--- config.mk ---
export PLATFORM = sky130hd
export DESIGN_NAME = reg_dump_reader
export DESIGN_NICKNAME = d
export VERILOG_FILES = /design/src/rtl/reg_dump_reader_pkg.sv /design/src/rtl/reg_dump_reader.sv
export SDC_FILE = /design/constraint.sdc
export NUM_CORES = 1
export LEC_CHECK = 0
export BUFFER_PORTS_ARGS = -buffer_cell sky130_fd_sc_hd__buf_2
export CAP_MARGIN = 25
export CELL_PAD_IN_SITES_DETAIL_PLACEMENT = 0
export CELL_PAD_IN_SITES_GLOBAL_PLACEMENT = 1
export CORE_ASPECT_RATIO = 1.4
export CORE_MARGIN = 3
export CORE_UTILIZATION = 36
export DETAILED_ROUTE_END_ITERATION = 8
export PLACE_DENSITY = 0.87
export SYNTH_ARGS = -nofsm -noshare
export SYNTH_HDL_FRONTEND = slang
export SYNTH_SLANG_ARGS = --single-unit
--- constraint.sdc ---
create_clock -name iCLK -period 1.72 [get_ports iCLK]
set_input_delay 0 -clock iCLK [delete_from_list [all_inputs] [get_ports iCLK]]
set_output_delay 0 -clock iCLK [all_outputs]
set_load 0.02 [all_outputs]
--- src/rtl/reg_dump_reader_pkg.sv ---
// Shared constants and state encoding for the register-bank dump reader.
package reg_dump_reader_pkg;

  localparam int unsigned NUM_REGS   = 32;
  localparam int unsigned REG_ADDR_W = 5;
  localparam int unsigned STATE_W    = 2;

  typedef enum logic [STATE_W-1:0] {
    ST_IDLE = 2'd0,
    ST_SEL  = 2'd1,
    ST_OUT  = 2'd2,
    ST_DONE = 2'd3
  } state_e;

endpackage

--- src/rtl/reg_dump_reader.sv ---
// Walks a contiguous register index range through the bank's auxiliary read
// port and streams {index, value} pairs over a valid/ready handshake.
module reg_dump_reader
  import reg_dump_reader_pkg::*;
#(
  parameter int unsigned DATA_W = 32,
  parameter int unsigned ADDR_W = REG_ADDR_W
) (
  input  logic              iCLK,
  input  logic              iCLR,
  input  logic              iStart,
  input  logic [ADDR_W-1:0] iFirst,
  input  logic [ADDR_W-1:0] iLast,
  input  logic              iAbort,
  output logic [ADDR_W-1:0] oRegSelect,
  input  logic [DATA_W-1:0] iRegData,
  output logic              oValid,
  input  logic              iReady,
  output logic [ADDR_W-1:0] oIdx,
  output logic [DATA_W-1:0] oData,
  output logic              oBusy,
  output logic              oDone
);

  state_e            state_q, state_d;
  logic [ADDR_W-1:0] cur_q, cur_d;
  logic [ADDR_W-1:0] last_q, last_d;
  logic [ADDR_W-1:0] idx_q, idx_d;
  logic [DATA_W-1:0] data_q, data_d;
  logic              valid_q, valid_d;
  logic              busy_q, busy_d;
  logic              done_q, done_d;
  logic              hs_c;

  assign hs_c = valid_q && iReady;

  // State register
  always_ff @(posedge iCLK or posedge iCLR) begin
    if (iCLR) begin
      state_q <= ST_IDLE;
    end else begin
      state_q <= state_d;
    end
  end

  // Next-state logic; abort overrides every transition
  always_comb begin
    state_d = state_q;
    case (state_q)
      ST_IDLE: if (iStart) state_d = ST_SEL;
      ST_SEL:  state_d = ST_OUT;
      ST_OUT:  if (hs_c) state_d = (cur_q == last_q) ? ST_DONE : ST_SEL;
      ST_DONE: state_d = ST_IDLE;
      default: state_d = ST_IDLE;
    endcase
    if (iAbort) state_d = ST_IDLE;
  end

  // Output and datapath next values; status flags decode the next state so
  // they leave the flops aligned with the state they describe
  always_comb begin
    valid_d = (state_d == ST_OUT);
    done_d  = (state_d == ST_DONE);
    busy_d  = (state_d != ST_IDLE);
    cur_d   = cur_q;
    last_d  = last_q;
    idx_d   = idx_q;
    data_d  = data_q;
    if (!iAbort) begin
      case (state_q)
        ST_IDLE: begin
          if (iStart) begin
            cur_d  = iFirst;
            last_d = iLast;
          end
        end
        ST_SEL: begin
          idx_d  = cur_q;
          data_d = iRegData;
        end
        ST_OUT: begin
          if (hs_c && (cur_q != last_q)) cur_d = cur_q + ADDR_W'(1);
        end
        default: ;
      endcase
    end
  end

  // Datapath and output registers
  always_ff @(posedge iCLK or posedge iCLR) begin
    if (iCLR) begin
      cur_q   <= '0;
      last_q  <= '0;
      idx_q   <= '0;
      data_q  <= '0;
      valid_q <= 1'b0;
      busy_q  <= 1'b0;
      done_q  <= 1'b0;
    end else begin
      cur_q   <= cur_d;
      last_q  <= last_d;
      idx_q   <= idx_d;
      data_q  <= data_d;
      valid_q <= valid_d;
      busy_q  <= busy_d;
      done_q  <= done_d;
    end
  end

  assign oRegSelect = cur_q;
  assign oIdx       = idx_q;
  assign oData      = data_q;
  assign oValid     = valid_q;
  assign oBusy      = busy_q;
  assign oDone      = done_q;

endmodule

# [Word-level counts from Yosys, hierarchy flattened]
# Cells that the tools add are included.
[totals] ff_bits=52 latchBits=0 ramBits=0 mem_count=0 input_bits=47 romBits=0
[op_classes] n_div=0 shift=0 reduce_logical=8 addsub=1 bitwise=1 mul=0 mux=8 magnitude_cmp=0 eq_ne=9
[ops] op="2-to-1 mux 5 bit" n=2
[ops] op="one-hot mux 5 bit (2 select lines)" n=1
[ops] op="equality test 2 bit (second input constant)" n=4
[ops] op="2-to-1 mux 2 bit" n=4
[ops] op="one-hot mux 2 bit (4 select lines)" n=1
[ops] op="adder 5 x 1 -> 5 bit (second input constant)" n=1
[ops] op="equality test 5 bit" n=1
[ops] op="inequality test 5 bit" n=1
[ops] op="inequality test 2 bit (second input constant)" n=2
[ops] op="AND reduction 4 bit" n=1
[ops] op="nonzero test 2 bit" n=2
[ops] op="AND reduction 3 bit" n=1
[ops] op="equality test 2 x 1 -> 1 bit (second input constant)" n=1
[ops] op="logical AND 1 bit" n=2
[ops] op="logical NOT 2 bit" n=1
[ops] op="AND reduction 2 bit" n=1
[ops] op="NOT 1 bit" n=1

# [Logic depth before layout (Yosys ltp)]
[logic_depth] ltp_word=6 depth_mapped=7

# [Least setup slack after synthesis]
# No wires, ideal clock.
[synth_path] path_kind="register to register" from="reg state_q[1]" to="reg data_q[10] (netlist: oData[10])" t_arrival_ns=1.437 setup_slack_ns=0.158 setup_ns=0.125 required_ns=1.595 path_stages_with_launch=7 cell_sequence="dfrtp_1 > buf_4 > nor2b_1 > nor2b_1 > buf_4 > buf_4 > mux2_2"
[synth_via] elab_chain_len=2
[synth_lines] element="start: declaration" line_no="reg_dump_reader.sv:25" rtl="state_e state_q, state_d;"
[synth_lines] element="start signal: assignment" line_no="reg_dump_reader.sv:42" rtl="state_q <= state_d;"
[synth_lines] element="equality test 2 x 1 -> 1 bit" line_no="reg_dump_reader.sv:70" rtl="case (state_q)"
[synth_lines] element="AND reduction 2 bit (no line)"
[synth_lines] element="end signal: assignment" line_no="reg_dump_reader.sv:103" rtl="data_q <= data_d;"
[synth_lines] element="end: declaration" line_no="reg_dump_reader.sv:29" rtl="logic [DATA_W-1:0] data_q, data_d;"
# Every way passes these cells.
# A chain may end at the register's enable or synchronous reset.

# [Final worst setup path]
[layout_path] from="reg last_q[4]" to="reg cur_q[3] (netlist: oRegSelect[3])"
[layout_via] elab_chain_len=4
[layout_lines] element="start: declaration" line_no="reg_dump_reader.sv:27" rtl="logic [ADDR_W-1:0] last_q, last_d;"
[layout_lines] element="start signal: assignment" line_no="reg_dump_reader.sv:101" rtl="last_q <= last_d;"
[layout_lines] element="inequality test 5 bit" line_no="reg_dump_reader.sv:82" rtl="if (hs_c && (cur_q != last_q)) cur_d = cur_q + ADDR_W'(1);"
[layout_lines] element="logical AND 1 bit" line_no="reg_dump_reader.sv:82"
[layout_lines] element="inequality test 2 bit (no line)"
[layout_lines] element="AND reduction 4 bit (no line)"
[layout_lines] element="end signal: assignment" line_no="reg_dump_reader.sv:100" rtl="cur_q <= cur_d;"
[layout_lines] element="end: declaration" line_no="reg_dump_reader.sv:26" rtl="logic [ADDR_W-1:0] cur_q, cur_d;"
# Every way passes these cells.

==> flow_summary.json <==
{
  "status": "complete, no violations",
  "synth.distinct_cells": 35,
  "antenna_found_initial": 0,
  "vias": 1893,
  "drive_gt1_frac": 0.467,
  "slowest_stage": "dfrtp_1",
  "critPathMaxFanout": 7,
  "clock_latency_ps": 300,
  "synth_top_family_by_area": "multiplexers",
  "synth-compound-area-share": 0.0757,
  "cts_buffers": 5,
  "diodes": 0,
  "crit_path_end": "oRegSelect[3]$_DFFE_PP0P_",
  "synth-simple-area-share": 0.0976,
  "routed_wl_mm": 5.53,
  "power_density_nw_per_um2": 1200,
  "synth_area_per_cell_um2": 12.7,
  "dr.pass1.iters": 4,
  "viasPerCell": 4.84,
  "ant_nets": 0,
  "place_congestion": 0.853,
  "p_leak_nw": 1.62,
  "ios": 92,
  "slew_headroom": 0.646,
  "rsz0062_at_grt": "no",
  "synth_area_um2": 2230,
  "dpl.hpwl_mm": 3.92,
  "critPathKind": "reg -> reg",
  "async_flop_share": 1.00,
  "drv_cap": 0,
  "cts-hold-fix-buffers": 43,
  "r2r_cells": 4,
  "holdWs_ps": 59.4,
  "syn_nets": 223,
  "irDropWorstVdd_v": 0.000508,
  "worstPathRequired_ps": 1910,
  "cts_tree": "yes",
  "fmax_mhz": 638,
  "cp.buffers_inverters": 0,
  "overflow": 0,
  "hold_path_class": "in -> reg",
  "post-cts-setup-buffers": 0,
  "postSynthCellCount": 175,
  "cts_max_level": 2,
  "rrSetupSlack_ps": 150,
  "synth_xor_area_frac": 0.0196,
  "slew_violations": 0,
  "grt_max_degree": 28,
  "pre_cts_slack_ps": 185,
  "skew_ps": 5.15,
  "synth_fa_ha_area_frac": 0.00561,
  "area_delta_synth_final_pct": 51.0,
  "fin_crit_ps": 1570,
  "clkTransAtPathRegs_ps": 90,
  "final-hold-violation-count": 0,
  "nets": 368,
  "startpoint_type": "flip-flop",
  "cp.arrival_ps": 1760,
  "cp_cell_sequence": "xnor2_1 > and3_1 > a21oi_1 > o311a_1",
  "seq_area_frac_synth": 0.583,
  "synth-edff-count": 0,
  "final_common_cell": "buf_2",
  "core-area_um2": 5950,
  "reg2reg_from": "last_q[4]$_DFFE_PP0P_",
  "grt_usage": 0.166,
  "drc": 0,
  "die-area_um2": 7190,
  "clockRootBuffer": "clkbuf_8",
  "cp.depth": 4,
  "die_h_um": 99.1,
  "rr_endpoint": "oRegSelect[3]$_DFFE_PP0P_",
  "fin_crit_sh": 0.912,
  "die-width_um": 72.5,
  "cts.sinks": 52,
  "grt_pass1_vias": 2033,
  "ys_warn_count": 0,
  "cp-startpoint": "last_q[4]$_DFFE_PP0P_",
  "mostFrequentLayoutCells": "buf_2 (91), dfrtp_1 (52), dlygate4sd3_1 (43)",
  "initial_core_util": 0.375,
  "fin_ws_ps": 152,
  "synth.area.top_cells": "dfrtp_1 (58%), mux2_2 (18%), nand2_1 (3.5%)",
  "yosysTopAreaCell": "dfrtp_1",
  "wl_per_cell_um": 14.1,
  "fin_setup_tns_ps": 0,
  "drtIter0Drc": 43,
  "cp-end-kind": "flip-flop",
  "cts_resized": 0,
  "ys_ff_latch": 52,
  "synthMuxAreaShare": 0.187,
  "grt_pass1_wl_mm": 9.32,
  "hold_path_depth": 3,
  "numPortBuffers": 91,
  "ys.flop_type": "dfrtp_1",
  "fin_util": 0.566,
  "rows": 33,
  "min-delay-start": "iStart",
  "setup_viol": 0,
  "cts.path.max_buffers": 2,
  "max_slew.worst_pin.slew_ps": 530,
  "synth_top_area_frac": 0.583,
  "critical_path.top_delay_family": "compound AO/OA/AOI/OAI gates",
  "max_stage_delay_ps": 400
}
report_power, final:
| part | internal [mW] | leakage [nW] | switching, mW |
|---|---|---|---|
| Clock | 0.330 | 0.0516 | 0.402 |
| Sequential | 1.56 | 0.624 | 0.176 |
| Combinational | 0.696 | 0.948 | 0.868 |
per-layer routing:
metal  track usage  wire length [um]
met5             0                 0
met4        0.0625               114
met3        0.0324               317
met2         0.307              3010
met1         0.181              2090
kinds of logic after synthesis:
group / Yosys count
compound gates: 22
xor+xnor: 5
fa+ha+maj: 1
buf+inv: 12
flops: 52
mux: 37
simple gates: 46
flip-flops by register name (all words and copies together) (netlist names):
| name | flops |
|---|---|
| oBusy | 1 |
| state_q | 2 |
| oValid | 1 |
| oData | 32 |
| oDone | 1 |
| last_q | 5 |
| oRegSelect | 5 |
| oIdx | 5 |
cell usage after synthesis, types with 2 or more instances:
cell type  count
o21a_1         2
nand4_1        2
nor2_1         7
mux2_1         2
nand2_1       21
a21oi_1        3
a211oi_1       7
buf_4          4
xnor2_1        5
and2_1         2
mux2_2        35
o31ai_1        2
nor2b_1        4
inv_1          4
o211ai_1       2
and3_1         2
dfrtp_1       52
nand3_1        2
stage by stage:
stage / std cells / instance area [um^2] / total power [mW]
floorplan: 175 / 2230 / 2.72
global placement: 340 / 2840 / 3.23
detailed placement: 340 / 2840 / 3.27
CTS: 391 / 3370 / 4.10
global route: 391 / 3370 / 4.30
finish: 391 / 3370 / 4.03
worst min-delay path, stage by stage:
cell	delay (ps)
buf_2	120
nor3_1	130
a211oi_1	70
worst min path at each step:
| stage | slack (ps) | endpoint |
|---|---|---|
| after floorplan | 70 | oValid$_DFF_PP0_ |
| after global placement | 70 | oData[29]$_DFFE_PP0P_ |
| after detailed placement | 80 | oData[29]$_DFFE_PP0P_ |
| after CTS | 50 | oRegSelect[3]$_DFFE_PP0P_ |
| after global routing | 80 | oRegSelect[3]$_DFFE_PP0P_ |
| final | 60 | oBusy$_DFF_PP0_ |
cell type report:
type	count	area [um^2]
Multi-Input combinational cell	111	867
Timing Repair Buffer	146	1000
Sequential cell	52	1300
Clock buffer	6	82.6
Tap cell	70	87.6
Inverter	4	15.0
Fill cell	518	2580
Clock inverter	2	13.8
(Power assumes the default switching activity.)
